**config.mk**
```make
export PLATFORM = sky130hd
export DESIGN_NAME = unified_mem_arbiter_flat
export DESIGN_NICKNAME = d
export VERILOG_FILES = /design/src/rtl/unified_mem_arbiter_if.sv /design/src/rtl/unified_mem_arbiter.sv /design/src/flat_wrapper.sv
export SDC_FILE = /design/constraint.sdc
export NUM_CORES = 1
export LEC_CHECK = 0
export CORE_MARGIN = 2
export CORE_UTILIZATION = 40
export DETAILED_ROUTE_END_ITERATION = 12
export PLACE_DENSITY_LB_ADDON = 0.05
export REMOVE_ABC_BUFFERS = 1
export SYNTH_ARGS = -nofsm -noshare
export SYNTH_HDL_FRONTEND = slang
export SYNTH_SLANG_ARGS = --single-unit
export TNS_END_PERCENT = 20
```
**constraint.sdc**
```tcl
create_clock -name clock -period 2.26 [get_ports clock]
set_clock_uncertainty 0.15 [all_clocks]
set_input_delay 0.339 -clock clock [delete_from_list [all_inputs] [get_ports clock]]
set_output_delay 0.339 -clock clock [all_outputs]
set_load 0.02 [all_outputs]
```
**src/rtl/unified_mem_arbiter_if.sv**
```systemverilog
// Pipeline-side (IF and data ports) and RAM-side signals of the unified memory arbiter.
// The arbiter connects through the slave modport; the pipeline/RAM environment uses master.
interface unified_mem_arbiter_if #(
  parameter int ADDR_W = 10
);
  logic              if_req;
  logic [31:0]       if_addr;
  logic [31:0]       if_rdata;
  logic              if_ready;
  logic              d_req;
  logic              d_we;
  logic [31:0]       d_addr;
  logic [31:0]       d_wdata;
  logic [31:0]       d_rdata;
  logic              d_ready;
  logic              ram_en;
  logic              ram_we;
  logic [ADDR_W-1:0] ram_addr;
  logic [31:0]       ram_wdata;
  logic [31:0]       ram_rdata;

  modport slave (
    input  if_req, if_addr, d_req, d_we, d_addr, d_wdata, ram_rdata,
    output if_rdata, if_ready, d_rdata, d_ready, ram_en, ram_we, ram_addr, ram_wdata
  );

  modport master (
    output if_req, if_addr, d_req, d_we, d_addr, d_wdata, ram_rdata,
    input  if_rdata, if_ready, d_rdata, d_ready, ram_en, ram_we, ram_addr, ram_wdata
  );
endinterface

```
**src/rtl/unified_mem_arbiter.sv**
```systemverilog
// Shares one fixed-latency single-port word RAM between the IF and data ports.
// Each access walks IDLE -> ISSUE -> WAIT -> RESP; every output is registered.
module unified_mem_arbiter #(
  parameter int ADDR_W      = 10,
  parameter int RAM_LAT     = 1,
  parameter int MAX_D_BURST = 4
) (
  input  logic                 clock,
  input  logic                 resetn,
  unified_mem_arbiter_if.slave bus,
  output logic                 busy
);

  typedef enum logic [1:0] {S_IDLE, S_ISSUE, S_WAIT, S_RESP} state_e;

  localparam logic [2:0] LAT_LAST = 3'(RAM_LAT - 1);
  localparam logic [7:0] MAX_B    = 8'(MAX_D_BURST);

  state_e      state_q, state_d;
  logic [2:0]  lat_q, lat_d;
  logic [7:0]  burst_q, burst_d;
  logic        is_data_q, is_data_d;
  logic        we_q, we_d;

  logic              ram_en_q, ram_en_d;
  logic              ram_we_q, ram_we_d;
  logic [ADDR_W-1:0] ram_addr_q, ram_addr_d;
  logic [31:0]       ram_wdata_q, ram_wdata_d;
  logic              if_ready_q, if_ready_d;
  logic              d_ready_q, d_ready_d;
  logic [31:0]       if_rdata_q, if_rdata_d;
  logic [31:0]       d_rdata_q, d_rdata_d;
  logic              busy_q, busy_d;

  logic if_priority;
  logic grant_d;
  logic grant_i;

  // IF overrides data only once the data port has used up its burst allowance.
  assign if_priority = (MAX_D_BURST != 0) && bus.if_req && bus.d_req && (burst_q == MAX_B);
  assign grant_d     = (state_q == S_IDLE) && bus.d_req && !if_priority;
  assign grant_i     = (state_q == S_IDLE) && bus.if_req && !grant_d;

  // NOTE: sequential state uses non-blocking assignments so every register samples pre-edge values.
  always_ff @(posedge clock or negedge resetn) begin
    if (!resetn) begin
      state_q   <= S_IDLE;
      lat_q     <= '0;
      burst_q   <= '0;
      is_data_q <= 1'b0;
      we_q      <= 1'b0;
    end else begin
      state_q   <= state_d;
      lat_q     <= lat_d;
      burst_q   <= burst_d;
      is_data_q <= is_data_d;
      we_q      <= we_d;
    end
  end

  // NOTE: every variable assigned in always_comb gets a default first, so no latch is inferred.
  always_comb begin
    state_d   = state_q;
    lat_d     = lat_q;
    burst_d   = burst_q;
    is_data_d = is_data_q;
    we_d      = we_q;
    unique case (state_q)
      S_IDLE: begin
        if (grant_d || grant_i) begin
          state_d   = S_ISSUE;
          is_data_d = grant_d;
          we_d      = grant_d && bus.d_we;
          if (grant_i) begin
            burst_d = '0;
          end else if (bus.if_req && (burst_q != MAX_B)) begin
            burst_d = burst_q + 8'd1;
          end
        end
      end
      S_ISSUE: begin
        state_d = S_WAIT;
        lat_d   = '0;
      end
      S_WAIT: begin
        if (lat_q == LAT_LAST) begin
          state_d = S_RESP;
        end else begin
          lat_d = lat_q + 3'd1;
        end
      end
      S_RESP:  state_d = S_IDLE;
      default: state_d = S_IDLE;
    endcase
  end

  // Output values are computed from the state being entered, then registered.
  always_comb begin
    ram_en_d    = 1'b0;
    ram_we_d    = 1'b0;
    ram_addr_d  = '0;
    ram_wdata_d = '0;
    if_ready_d  = 1'b0;
    d_ready_d   = 1'b0;
    if_rdata_d  = if_rdata_q;
    d_rdata_d   = d_rdata_q;
    busy_d      = (state_d != S_IDLE);
    if (state_d == S_ISSUE) begin
      ram_en_d    = 1'b1;
      ram_we_d    = we_d;
      ram_addr_d  = grant_d ? bus.d_addr[ADDR_W+1:2] : bus.if_addr[ADDR_W+1:2];
      ram_wdata_d = grant_d ? bus.d_wdata : '0;
    end
    // RESP is entered only from the last WAIT cycle, when ram_rdata is valid.
    if (state_d == S_RESP) begin
      if (is_data_q) begin
        d_ready_d = 1'b1;
        if (!we_q) d_rdata_d = bus.ram_rdata;
      end else begin
        if_ready_d = 1'b1;
        if_rdata_d = bus.ram_rdata;
      end
    end
  end

  always_ff @(posedge clock or negedge resetn) begin
    if (!resetn) begin
      ram_en_q    <= 1'b0;
      ram_we_q    <= 1'b0;
      ram_addr_q  <= '0;
      ram_wdata_q <= '0;
      if_ready_q  <= 1'b0;
      d_ready_q   <= 1'b0;
      if_rdata_q  <= '0;
      d_rdata_q   <= '0;
      busy_q      <= 1'b0;
    end else begin
      ram_en_q    <= ram_en_d;
      ram_we_q    <= ram_we_d;
      ram_addr_q  <= ram_addr_d;
      ram_wdata_q <= ram_wdata_d;
      if_ready_q  <= if_ready_d;
      d_ready_q   <= d_ready_d;
      if_rdata_q  <= if_rdata_d;
      d_rdata_q   <= d_rdata_d;
      busy_q      <= busy_d;
    end
  end

  assign bus.ram_en    = ram_en_q;
  assign bus.ram_we    = ram_we_q;
  assign bus.ram_addr  = ram_addr_q;
  assign bus.ram_wdata = ram_wdata_q;
  assign bus.if_ready  = if_ready_q;
  assign bus.d_ready   = d_ready_q;
  assign bus.if_rdata  = if_rdata_q;
  assign bus.d_rdata   = d_rdata_q;
  assign busy          = busy_q;

  // Byte-offset bits and address bits above the RAM window are intentionally dropped.
  logic unused_addr_bits;
  assign unused_addr_bits = ^{bus.if_addr[31:ADDR_W+2], bus.if_addr[1:0],
                              bus.d_addr[31:ADDR_W+2], bus.d_addr[1:0]};

endmodule
```
**src/flat_wrapper.sv**
```systemverilog
// flat-port wrapper written by rule: the top's interface ports become plain ports
module unified_mem_arbiter_flat 
#(
  parameter int ADDR_W      = 10,
  parameter int RAM_LAT     = 1,
  parameter int MAX_D_BURST = 4
)
  (clock, resetn, busy, bus_if_req, bus_if_addr, bus_d_req, bus_d_we, bus_d_addr, bus_d_wdata, bus_ram_rdata, bus_if_rdata, bus_if_ready, bus_d_rdata, bus_d_ready, bus_ram_en, bus_ram_we, bus_ram_addr, bus_ram_wdata);
  unified_mem_arbiter_if #(.ADDR_W(ADDR_W)) bus_i ();
  input  logic clock;
  input  logic resetn;
  output logic busy;
  input wire logic [$bits(bus_i.if_req)-1:0] bus_if_req;
  input wire logic [$bits(bus_i.if_addr)-1:0] bus_if_addr;
  input wire logic [$bits(bus_i.d_req)-1:0] bus_d_req;
  input wire logic [$bits(bus_i.d_we)-1:0] bus_d_we;
  input wire logic [$bits(bus_i.d_addr)-1:0] bus_d_addr;
  input wire logic [$bits(bus_i.d_wdata)-1:0] bus_d_wdata;
  input wire logic [$bits(bus_i.ram_rdata)-1:0] bus_ram_rdata;
  output wire logic [$bits(bus_i.if_rdata)-1:0] bus_if_rdata;
  output wire logic [$bits(bus_i.if_ready)-1:0] bus_if_ready;
  output wire logic [$bits(bus_i.d_rdata)-1:0] bus_d_rdata;
  output wire logic [$bits(bus_i.d_ready)-1:0] bus_d_ready;
  output wire logic [$bits(bus_i.ram_en)-1:0] bus_ram_en;
  output wire logic [$bits(bus_i.ram_we)-1:0] bus_ram_we;
  output wire logic [$bits(bus_i.ram_addr)-1:0] bus_ram_addr;
  output wire logic [$bits(bus_i.ram_wdata)-1:0] bus_ram_wdata;
  assign bus_i.if_req = bus_if_req;
  assign bus_i.if_addr = bus_if_addr;
  assign bus_i.d_req = bus_d_req;
  assign bus_i.d_we = bus_d_we;
  assign bus_i.d_addr = bus_d_addr;
  assign bus_i.d_wdata = bus_d_wdata;
  assign bus_i.ram_rdata = bus_ram_rdata;
  assign bus_if_rdata = bus_i.if_rdata;
  assign bus_if_ready = bus_i.if_ready;
  assign bus_d_rdata = bus_i.d_rdata;
  assign bus_d_ready = bus_i.d_ready;
  assign bus_ram_en = bus_i.ram_en;
  assign bus_ram_we = bus_i.ram_we;
  assign bus_ram_addr = bus_i.ram_addr;
  assign bus_ram_wdata = bus_i.ram_wdata;
  unified_mem_arbiter #(.ADDR_W(ADDR_W), .RAM_LAT(RAM_LAT), .MAX_D_BURST(MAX_D_BURST)) u_core (.clock(clock), .resetn(resetn), .bus(bus_i), .busy(busy));
endmodule
```
==> qor.yml <==
sta:
  final_max_slew_viol_count: 0
  rsz0062_at_grt: "no"
  period_share_pct: 89.97
  setup_violations: 0
  timing.slew.headroom_pct: 69.89
  tightest_slew_ns: 0.4517
  min_period_ns: 2.033
  fin_setup_tns_ns: 0
  setup_ws_ns: 0.2266
  whs_ns: 0.2665
  hold_viol: 0
  max_freq_ghz: 0.4918
hold_path:
  worst_hold_path_type: "input port to async pin"
critical_path:
  cp-start-kind: "register"
  critPathArrivalTime_ns: 2.23
  cp_max_fo: 32
  path_depth: 7
  crit_type: "register to register"
  required_ns: 2.45
  worst-path-buf-inv: 2
  rr_startpoint: "u_core.lat_q[0]"
  critical-path-top-delay-family: "simple AND/OR/NAND/NOR gates"
  setup.worst_path.end_class: "register"
  crit_path_end: "u_core.bus.ram_wdata[12]"
  max_stage_delay_ns: 0.39
  cp_cell_sequence: "inv_1 > ha_1 > nand2b_1 > a21oi_4 > nor3b_2 > buf_12 > and2_1"
  r2r_end: "u_core.bus.ram_wdata[12]"
  slowest_stage: "dfrtp_1"
  crit_start: "u_core.lat_q[0]"
  r2r_setup_slack_ns: 0.23
  reg2reg_depth: 7
cells_and_area:
  drive_above_1_share_pct: 8.507
  final_nets: 751
  diodes: 0
  area_growth_pct: 58.35
  post-route-util_pct: 64.50
  final.fill_count: 954
global_route:
  grt_max_degree: 54
  antenna_found_initial: 0
  grt_pass1_wl_um: 20880
  grt_pass1_vias: 4058
  grt_usage_pct: 21.00
  overflow: 0
yosys:
  yosys_warnings: 0
  synth_cell_types: 32
  synth_edf_count: 0
  synth-async-reset-ratio_pct: 100.0
  ys.flop_type: "dfrtp_1"
  synth_area_per_cell_um2: 12.18
  synth-seq-cells: 126
  yosysSeqAreaShare_pct: 64.71
  netlist_area_mm2: 0.004872
  synth_cells: 400
place:
  dp_hpwl_um: 8948
  post-place-ws_ns: 0.09332
  io_buffers: 199
  gp_congestion: 0.7889
floorplanning:
  rows: 40
  start_util_pct: 40.73
  die_x_um: 114.4
  die_area_mm2: 0.01308
  fp.dieH_um: 114.4
  fp.coreArea_mm2: 0.01196
  ios: 244
clock_network:
  cts.path.max_buffers: 2
  clkSlewWorstSetupHoldPaths_ns: 0.05
  clk_latency_ns: 0.41
  cts_tree: "yes"
  post_cts_buffers: 0
  htree_levels: 4
  clockRootBuffer: "clkbuf_16"
  numCtsBuffers: 17
  cts.sinks: 126
route:
  drtIter0Drc: 198
  via_count: 3894
  wl_um: 13010
  drt_pass1_iterations: 4
  drc: 0
  routedWlPerCell_um: 16.90
  via_per_inst: 5.057
  ant_nets: 0
power_and_ir_drop:
  p_per_area_mw_per_mm2: 1440
  irDropWorstVdd_v: 0.0005639
  p_leak_nw: 3.352
run_status:
  outcome: "finished, final reports clean"
run:
  max_cap_violations: 0
## Yosys cell counts (4+ instances only)
library cell / instances / area [µm²]
and2_1: 32 / 200.2
ha_1: 8 / 100.1
dfrtp_1: 126 / 3153
nand2_1: 38 / 142.6
clkbuf_1: 18 / 67.56
a21oi_1: 13 / 65.06
buf_2: 5 / 25.02
nand3b_1: 4 / 30.03
nand3_1: 38 / 190.2
o2bb2ai_1: 64 / 560.5
o21ai_0: 8 / 40.04
inv_1: 11 / 41.29
## sequential cells by signal, indices dropped and copies added, names as in the netlist
signal and flops:
u_core.burst_q 8, u_core.bus.d_rdata 32, u_core.bus.d_ready 1, u_core.bus.if_rdata 32
u_core.bus.if_ready 1, u_core.bus.ram_addr 10, u_core.bus.ram_en 1, u_core.bus.ram_wdata 32
u_core.bus.ram_we 1, u_core.busy 1, u_core.is_data_q 1, u_core.lat_q 3
u_core.state_q 2, u_core.we_q 1
## placed cells by master (no fill, tap or decap), types with 2 or more instances in the layout
cell type / count
a21oi_1: 13
a22o_1: 3
a32o_1: 2
and2_1: 32
buf_12: 7
buf_4: 13
clkbuf_1: 5
clkbuf_16: 17
clkbuf_8: 2
clkdlybuf4s50_1: 198
clkinv_2: 7
dfrtp_1: 126
ha_1: 8
inv_1: 11
mux2i_1: 3
nand2_1: 38
nand2b_1: 3
nand3_1: 38
nand3b_1: 4
nand4_1: 2
nor2_1: 3
nor2b_1: 2
o21ai_0: 8
o2bb2ai_1: 64
or4_1: 2
## metrics by stage
stage / area, µm² / power [mW] / instances
floorplan: 4757 / 6.061 / 372
global placement: 7168 / 8.652 / 737
detailed placement: 7168 / 8.757 / 737
CTS: 7715 / 11.28 / 770
global route: 7715 / 11.82 / 770
finish: 7715 / 11.11 / 770
## worst register-to-register path, stage by stage (launching register included)
cell and delay (ns):
dfrtp_1 0.39, inv_1 0.09, ha_1 0.18, nand2b_1 0.14, a21oi_4 0.37, nor3b_2 0.32, buf_12 0.19, and2_1 0.15
## how the worst min path moves through the flow
stage | slack, ns | startpoint | end | cells past startpoint
2_1_floorplan | -0.11 | resetn | u_core.burst_q[0] | 0
3_5_place_dp | 0.16 | resetn | u_core.bus.if_ready | 1
4_1_cts | 0.26 | resetn | u_core.bus.if_ready | 2
6_report | 0.27 | resetn | u_core.bus.if_ready | 2
3_3_place_gp | 0.16 | resetn | u_core.bus.if_ready | 1
5_1_grt | 0.29 | resetn | u_core.bus.if_ready | 2
## cell families after synthesis
kind of cell             Yosys count  share of synthesized area [%]
buffers and inverters             40                          3.287
AND/OR/NAND/NOR                  129                          13.94
flip-flops                       126                          64.71
adder cells (fa/ha/maj)            8                          2.055
multiplexers                       3                         0.6164
AO/OA/AOI/OAI                     94                          15.38
## area by class of cell
cell class / count / area, µm² / share of cell area, %
inverters: 12 / 45.04 / 0.5838
repair buffers: 219 / 2230 / 28.90
flip-flops and latches: 126 / 3153 / 40.87
well taps: 147 / 183.9 / 2.384
clock inverters: 8 / 65.06 / 0.8433
clock buffers: 24 / 471.7 / 6.114
multi-input cells: 234 / 1567 / 20.30
## layer usage
| metal | share of wire [%] | wire length, µm | track usage, % |
|---|---|---|---|
| met1 | 41 | 5365 | 24.83 |
| met2 | 49 | 6342 | 34.76 |
| met3 | 8.9 | 1163 | 8.999 |
| met4 | 1.1 | 142 | 6.667 |
| met5 | 0 | 0 | 0 |
## where the power goes
| part | total [mW] | internal (mW) | switching [mW] |
|---|---|---|---|
| Sequential | 3.43 | 3.04 | 0.385 |
| Clock | 2.47 | 1.55 | 0.920 |
| Combinational | 5.21 | 2.37 | 2.84 |
| Total | 11.1 | 6.96 | 4.15 |
## timing repair
item / 4_1_cts / 5_1_grt
hold buffers: 1 / 0
hold endpoints to repair: 31 / 0
gates resized for setup: 0 / 0
(Power assumes the default switching activity.)
==> variant 1, RTL diff (same settings) <==
`ADDR_W` is set to 10 in 3 places; all go to 9.
--- a/src/rtl/unified_mem_arbiter_if.sv
+++ b/src/rtl/unified_mem_arbiter_if.sv
@@ -1,7 +1,7 @@
 // Pipeline-side (IF and data ports) and RAM-side signals of the unified memory arbiter.
 // The arbiter connects through the slave modport; the pipeline/RAM environment uses master.
 interface unified_mem_arbiter_if #(
-  parameter int ADDR_W = 10
+  parameter int ADDR_W = 9
 );
   logic              if_req;
   logic [31:0]       if_addr;
--- a/src/rtl/unified_mem_arbiter.sv
+++ b/src/rtl/unified_mem_arbiter.sv
@@ -1,7 +1,7 @@
 // Shares one fixed-latency single-port word RAM between the IF and data ports.
 // Each access walks IDLE -> ISSUE -> WAIT -> RESP; every output is registered.
 module unified_mem_arbiter #(
-  parameter int ADDR_W      = 10,
+  parameter int ADDR_W      = 9,
   parameter int RAM_LAT     = 1,
   parameter int MAX_D_BURST = 4
 ) (
--- a/src/flat_wrapper.sv
+++ b/src/flat_wrapper.sv
@@ -1,7 +1,7 @@
 // flat-port wrapper written by rule: the top's interface ports become plain ports
 module unified_mem_arbiter_flat 
 #(
-  parameter int ADDR_W      = 10,
+  parameter int ADDR_W      = 9,
   parameter int RAM_LAT     = 1,
   parameter int MAX_D_BURST = 4
 )
Ports: changed (resized bus_ram_addr); port bits go from 244 to 243. The function was not compared with the original's and may differ.
==> variant 1 against the unedited design <==
- largest power group unchanged
- routed wire length increased by 4.8%
- cell count decreased by 0.52%
- sequential cell count decreased by 1
- sequential power decreased by 1%
- via count increased by 0.80%
- first-iteration DRC count decreased by 26%
- worst setup slack got worse by 0.072 ns
- total power increased by 1.6%
- sequential share of layout area decreased by 0.18 points
- highest routed layer unchanged
- area after synthesis increased by 0.28%
- final area decreased by 0.36%
==> variant 1: results (changes against the unedited design) <==
portion of the layout cell area used by non-clock buffers=0.2826 (-0.006453); most instantiated cells after synthesis=125 x sky130_fd_sc_hd__dfrtp_1, 65 x sky130_fd_sc_hd__o2bb2ai_1, 37 x sky130_fd_sc_hd__nand3_1; vias per cell=5.124 (+1.3%); total met3 wirelength after detailed routing=828 um (-29%); share of synthesized cell area in full adder, half adder and majority cells=0.02049 (-0.00005787); critical path's top delay family=buffers and inverters; share of cell area taken by muxes after synthesis=0.008195 (+0.002031); average wire per cell in the routed design=17.80 um (+5.4%); register area share after synthesis=0.6402 (-0.006945); detailed-placement wirelength estimate=9101 um (+1.7%); global-route met3 utilization=0.07676 (-0.01323); Tightest Pin Transition=0.4615 ns (+0.009768 ns); routed length on met2=7009 um (+11%); area of combinational cells with multiple inputs=1563 sq um (-0.24%); synthesis-to-finish area growth=57.34%; post-synthesis compound-gate area fraction=0.1490 (-0.004787); total number of nets in the final design=747 (-0.53%); maximum net fanout on the critical path=17 (-47%); clock distribution power=2.72 mW (+10%); Clock-cell share=0.07796 (+0.008387); Distinct cells, synth=30 (-6.3%); ANT cells=0 (unchanged); maximum number of pins on one net before global-route repair=55 (+1.9%); total of max-cap violations=0 (unchanged); gate count after technology mapping=397 (-0.75%); static leakage power=3.364 nW (+0.34%); Crit Reg-Reg Endpoint=u_core.bus.d_rdata[25]$_DFFE_PN0P_; fraction of layout instances using a drive strength above 1=0.09047 (+0.005396); all-layer global routing usage=0.2196 (+0.009652); total of buffers placed on input and output ports=196 (-1.5%); Worst Setup SP=u_core.state_q[0]$_DFF_PN0_; reg-to-reg setup timing slack=0.15 ns (-0.07 ns); Seq Cell Count=125 (-0.79%); outcome=completed; multi-input combinational gate total=232 (-0.85%); M1 WL=5594 um (+4.3%); sequential power share=0.299 (-0.009); met2 demand-to-capacity share in global routing=0.3740 (+0.02635); Placement Setup Slack=0.04425 ns (-0.04908 ns); post-route non-filler standard cell count=766 (-0.52%); reg2reg path depth=8 (+1); Post-Route Hold Slack=0.2823 ns (+0.01578 ns); main area contributors after synthesis=sky130_fd_sc_hd__dfrtp_1 64%, sky130_fd_sc_hd__o2bb2ai_1 12%, sky130_fd_sc_hd__and2_1 4.1%, sky130_fd_sc_hd__nand3_1 3.8%, sky130_fd_sc_hd__nand2_1 2.7%; fraction of standard cell area that is sequential=0.4069 (-0.001791); number of fill cells in the layout=970 (+1.7%); worst vdd ir=0.9186 mV (+63%); Placed Area=7063 sq um (-1.5%); clock buffer count=26 (+8.3%); Inverters excl. clock=11 (-1); met1 Use GR=0.2577 (+0.009463)
## variant 1: cell count changes in the layout (fill, tap and decap cells not counted), moves of 2 or more
| cell | before | now |
|---|---|---|
| sky130_fd_sc_hd__a21o_1 | 0 | 2 |
| sky130_fd_sc_hd__a22o_1 | 3 | 0 |
| sky130_fd_sc_hd__buf_12 | 7 | 3 |
| sky130_fd_sc_hd__buf_4 | 13 | 20 |
| sky130_fd_sc_hd__clkbuf_1 | 5 | 3 |
| sky130_fd_sc_hd__clkbuf_8 | 2 | 6 |
| sky130_fd_sc_hd__clkdlybuf4s50_1 | 198 | 195 |
| sky130_fd_sc_hd__clkinv_2 | 7 | 4 |
| sky130_fd_sc_hd__nand2_1 | 38 | 35 |
| sky130_fd_sc_hd__nor2_1 | 3 | 6 |
| sky130_fd_sc_hd__nor2b_1 | 2 | 0 |
==> variant 2, RTL diff (config.mk and constraints unchanged) <==
Without the edit above. Re-encode `state_e` (4 states) as one-hot, 4 bits wide.
--- a/src/rtl/unified_mem_arbiter.sv
+++ b/src/rtl/unified_mem_arbiter.sv
@@ -11,7 +11,7 @@
   output logic                 busy
 );
 
-  typedef enum logic [1:0] {S_IDLE, S_ISSUE, S_WAIT, S_RESP} state_e;
+  typedef enum logic [3:0] {S_IDLE = 4'b0001, S_ISSUE = 4'b0010, S_WAIT = 4'b0100, S_RESP = 4'b1000} state_e;
 
   localparam logic [2:0] LAT_LAST = 3'(RAM_LAT - 1);
   localparam logic [7:0] MAX_B    = 8'(MAX_D_BURST);
Function: same outputs for any inputs over 10 cycles, from zero or initial values and one cycle with resetn low; not proved beyond that.
==> variant 2 against the unedited design <==
- routed wire length shrank 7.5%
- via count is 8.7% lower
- sequential cell count is 2 higher
- total power fell by 4.0%
- critical path depth did not move
- area after synthesis up 0.64%
- worst setup slack worse by 0.21 ns
- count of clock-buffer cells in the layout decreased by 4
- final area up 2.8%
==> variant 2: results (changes against the unedited design) <==
Worst Hold Class=in -> reg; number of gates resized after CTS=0 (unchanged); cell chosen for the clock root=sky130_fd_sc_hd__clkbuf_16; Placement Setup Slack=0.02738 ns (-0.06595 ns); count of warnings emitted by yosys=0 (unchanged); number of iterations in the first detailed-routing pass=4 (unchanged); Crit Reg-Reg Endpoint=u_core.bus.if_rdata[19]$_DFFE_PN0P_; Rel. slew slack=0.6202 (-0.07866); Post-Route Hold Slack=0.3006 ns (+0.03412 ns); number of DRC markers in iteration 0=227 (+15%); leading register cell type out of synthesis=sky130_fd_sc_hd__dfrtp_1; sort of element at the start of the critical path=flip-flop; average wire per cell in the routed design=16.35 um (-3.2%); first-pass GRT wire length=17,570 um (-16%); number of global-route vias before repair=3,640 (-10%); main area contributors after synthesis=sky130_fd_sc_hd__dfrtp_1 65%, sky130_fd_sc_hd__mux2_2 15%, sky130_fd_sc_hd__and2_1 4.7%, sky130_fd_sc_hd__nand2_1 1.8%, sky130_fd_sc_hd__nand3_1 1.5%; vias per cell=4.829 (-4.5%); arrival time at the worst endpoint=2.39 ns (+0.16 ns); Distinct cells, synth=38 (+19%); peak per-stage delay on the critical path=0.40 ns; maximum net fanout on the critical path=8 (-75%); dpl cells=699 (-5.2%); maximum number of pins on one net before global-route repair=45 (-17%); worst vdd ir=0.5133 mV (-9.0%); Placer Congestion=0.7303 (-7.4%); gate count after technology mapping=355 (-11%); Net Sw Power=3.428 mW (-17%); most instantiated cells after synthesis=127 x sky130_fd_sc_hd__dfrtp_1, 64 x sky130_fd_sc_hd__mux2_2, 37 x sky130_fd_sc_hd__and2_1; number of fill cells in the layout=928 (-2.7%); fraction of layout instances using a drive strength above 1=0.2139 (+0.1288); outcome=completed; detailed-placement wirelength estimate=8091 um (-9.6%); reg2reg path depth=7 (unchanged); WL final=12,030 um (-7.5%); total number of nets in the final design=713 (-5.1%); static leakage power=3.572 nW (+6.6%); Critical R2R Launch=u_core.lat_q[0]$_DFFE_PN0P_; register area share after synthesis=0.6535 (+0.006334); all-layer global routing usage=0.1772 (-0.03283)
-- variant 2: cell count changes after synthesis, sizes merged, moves of 6 or more --
cell / before / now
a21oi: 14 / 5
clkbuf: 21 / 5
o2bb2ai: 64 / 1
nor2: 3 / 9
nand3: 38 / 15
mux2: 0 / 64
nand2: 38 / 23
-- variant 2: power groups by stage --
| stage | registers (mW) | clock network [mW] | logic (mW) |
|---|---|---|---|
| floorplan | 4.54 | 0 | 1.04 |
| global placement | 3.54 | 0 | 4.19 |
| detailed placement | 3.59 | 0 | 4.24 |
| finish | 3.56 | 2.72 | 4.38 |
| global route | 3.68 | 2.89 | 4.65 |
| CTS | 3.55 | 2.79 | 4.25 |
-- variant 2: metal layers --
| layer | share of wire | GRT usage | vias to the layer above |
|---|---|---|---|
| met4 | 0.013 | 0.07952 | 0 |
| met1 | 0.40 | 0.1949 | 1730 |
| met5 | 0 | 0 | - |
| met3 | 0.094 | 0.07994 | 15 |
| li1 | - | - | 1655 |
| met2 | 0.49 | 0.2963 | 154 |
-- variant 2: logic make-up (layout without fill, tap and decap cells) --
group / count (synthesis) / after routing / synth area share
mux: 65 / 65 / 0.1490
xor+xnor: 1 / 1 / 0.001786
fa+ha+maj: 4 / 4 / 0.01021
buf+inv: 27 / 261 / 0.03190
simple gates: 101 / 101 / 0.1153
flops: 128 / 128 / 0.6535
compound gates: 29 / 29 / 0.03828
-- variant 2: metrics by stage --
step | utilization | cell area [sq um]
2_1_floorplan | - | 4785
3_3_place_gp | 0.5934 | 7128
3_5_place_dp | 0.5934 | 7128
4_1_cts | 0.6440 | 7735
5_1_grt | 0.6602 | 7930
6_report | 0.6602 | 7930
-- variant 2: final cells by class --
cell class / instances / share of cell area
Timing Repair Buffer: 219 / 0.2835
Clock buffer: 20 / 0.05759
Inverter: 10 / 0.004733
Multi-Input combinational cell: 200 / 0.2092
Tap cell: 147 / 0.02319
Clock inverter: 12 / 0.01767
Sequential cell: 128 / 0.4041
-- variant 2: worst max path at each step --
stage | end | slack [ns] | depth (start not counted)
after floorplan | u_core.bus.if_rdata[0]$_DFFE_PN0P_ | -1.07 | 6
after global placement | u_core.bus.if_rdata[14]$_DFFE_PN0P_ | 0.08 | 7
after detailed placement | u_core.bus.if_rdata[30]$_DFFE_PN0P_ | 0.03 | 7
after CTS | u_core.bus.if_rdata[15]$_DFFE_PN0P_ | 0.01 | 7
after global routing | u_core.bus.if_rdata[22]$_DFFE_PN0P_ | -0.11 | 7
final | u_core.bus.if_rdata[19]$_DFFE_PN0P_ | 0.01 | 7
-- variant 2: critical path: cells and delay by family, from the launching register on --
family	cells	cell delay [ns]
simple gates	3	0.77
buf+inv	2	0.33
mux	1	0.30
fa+ha+maj	1	0.18
flops	1	0.40
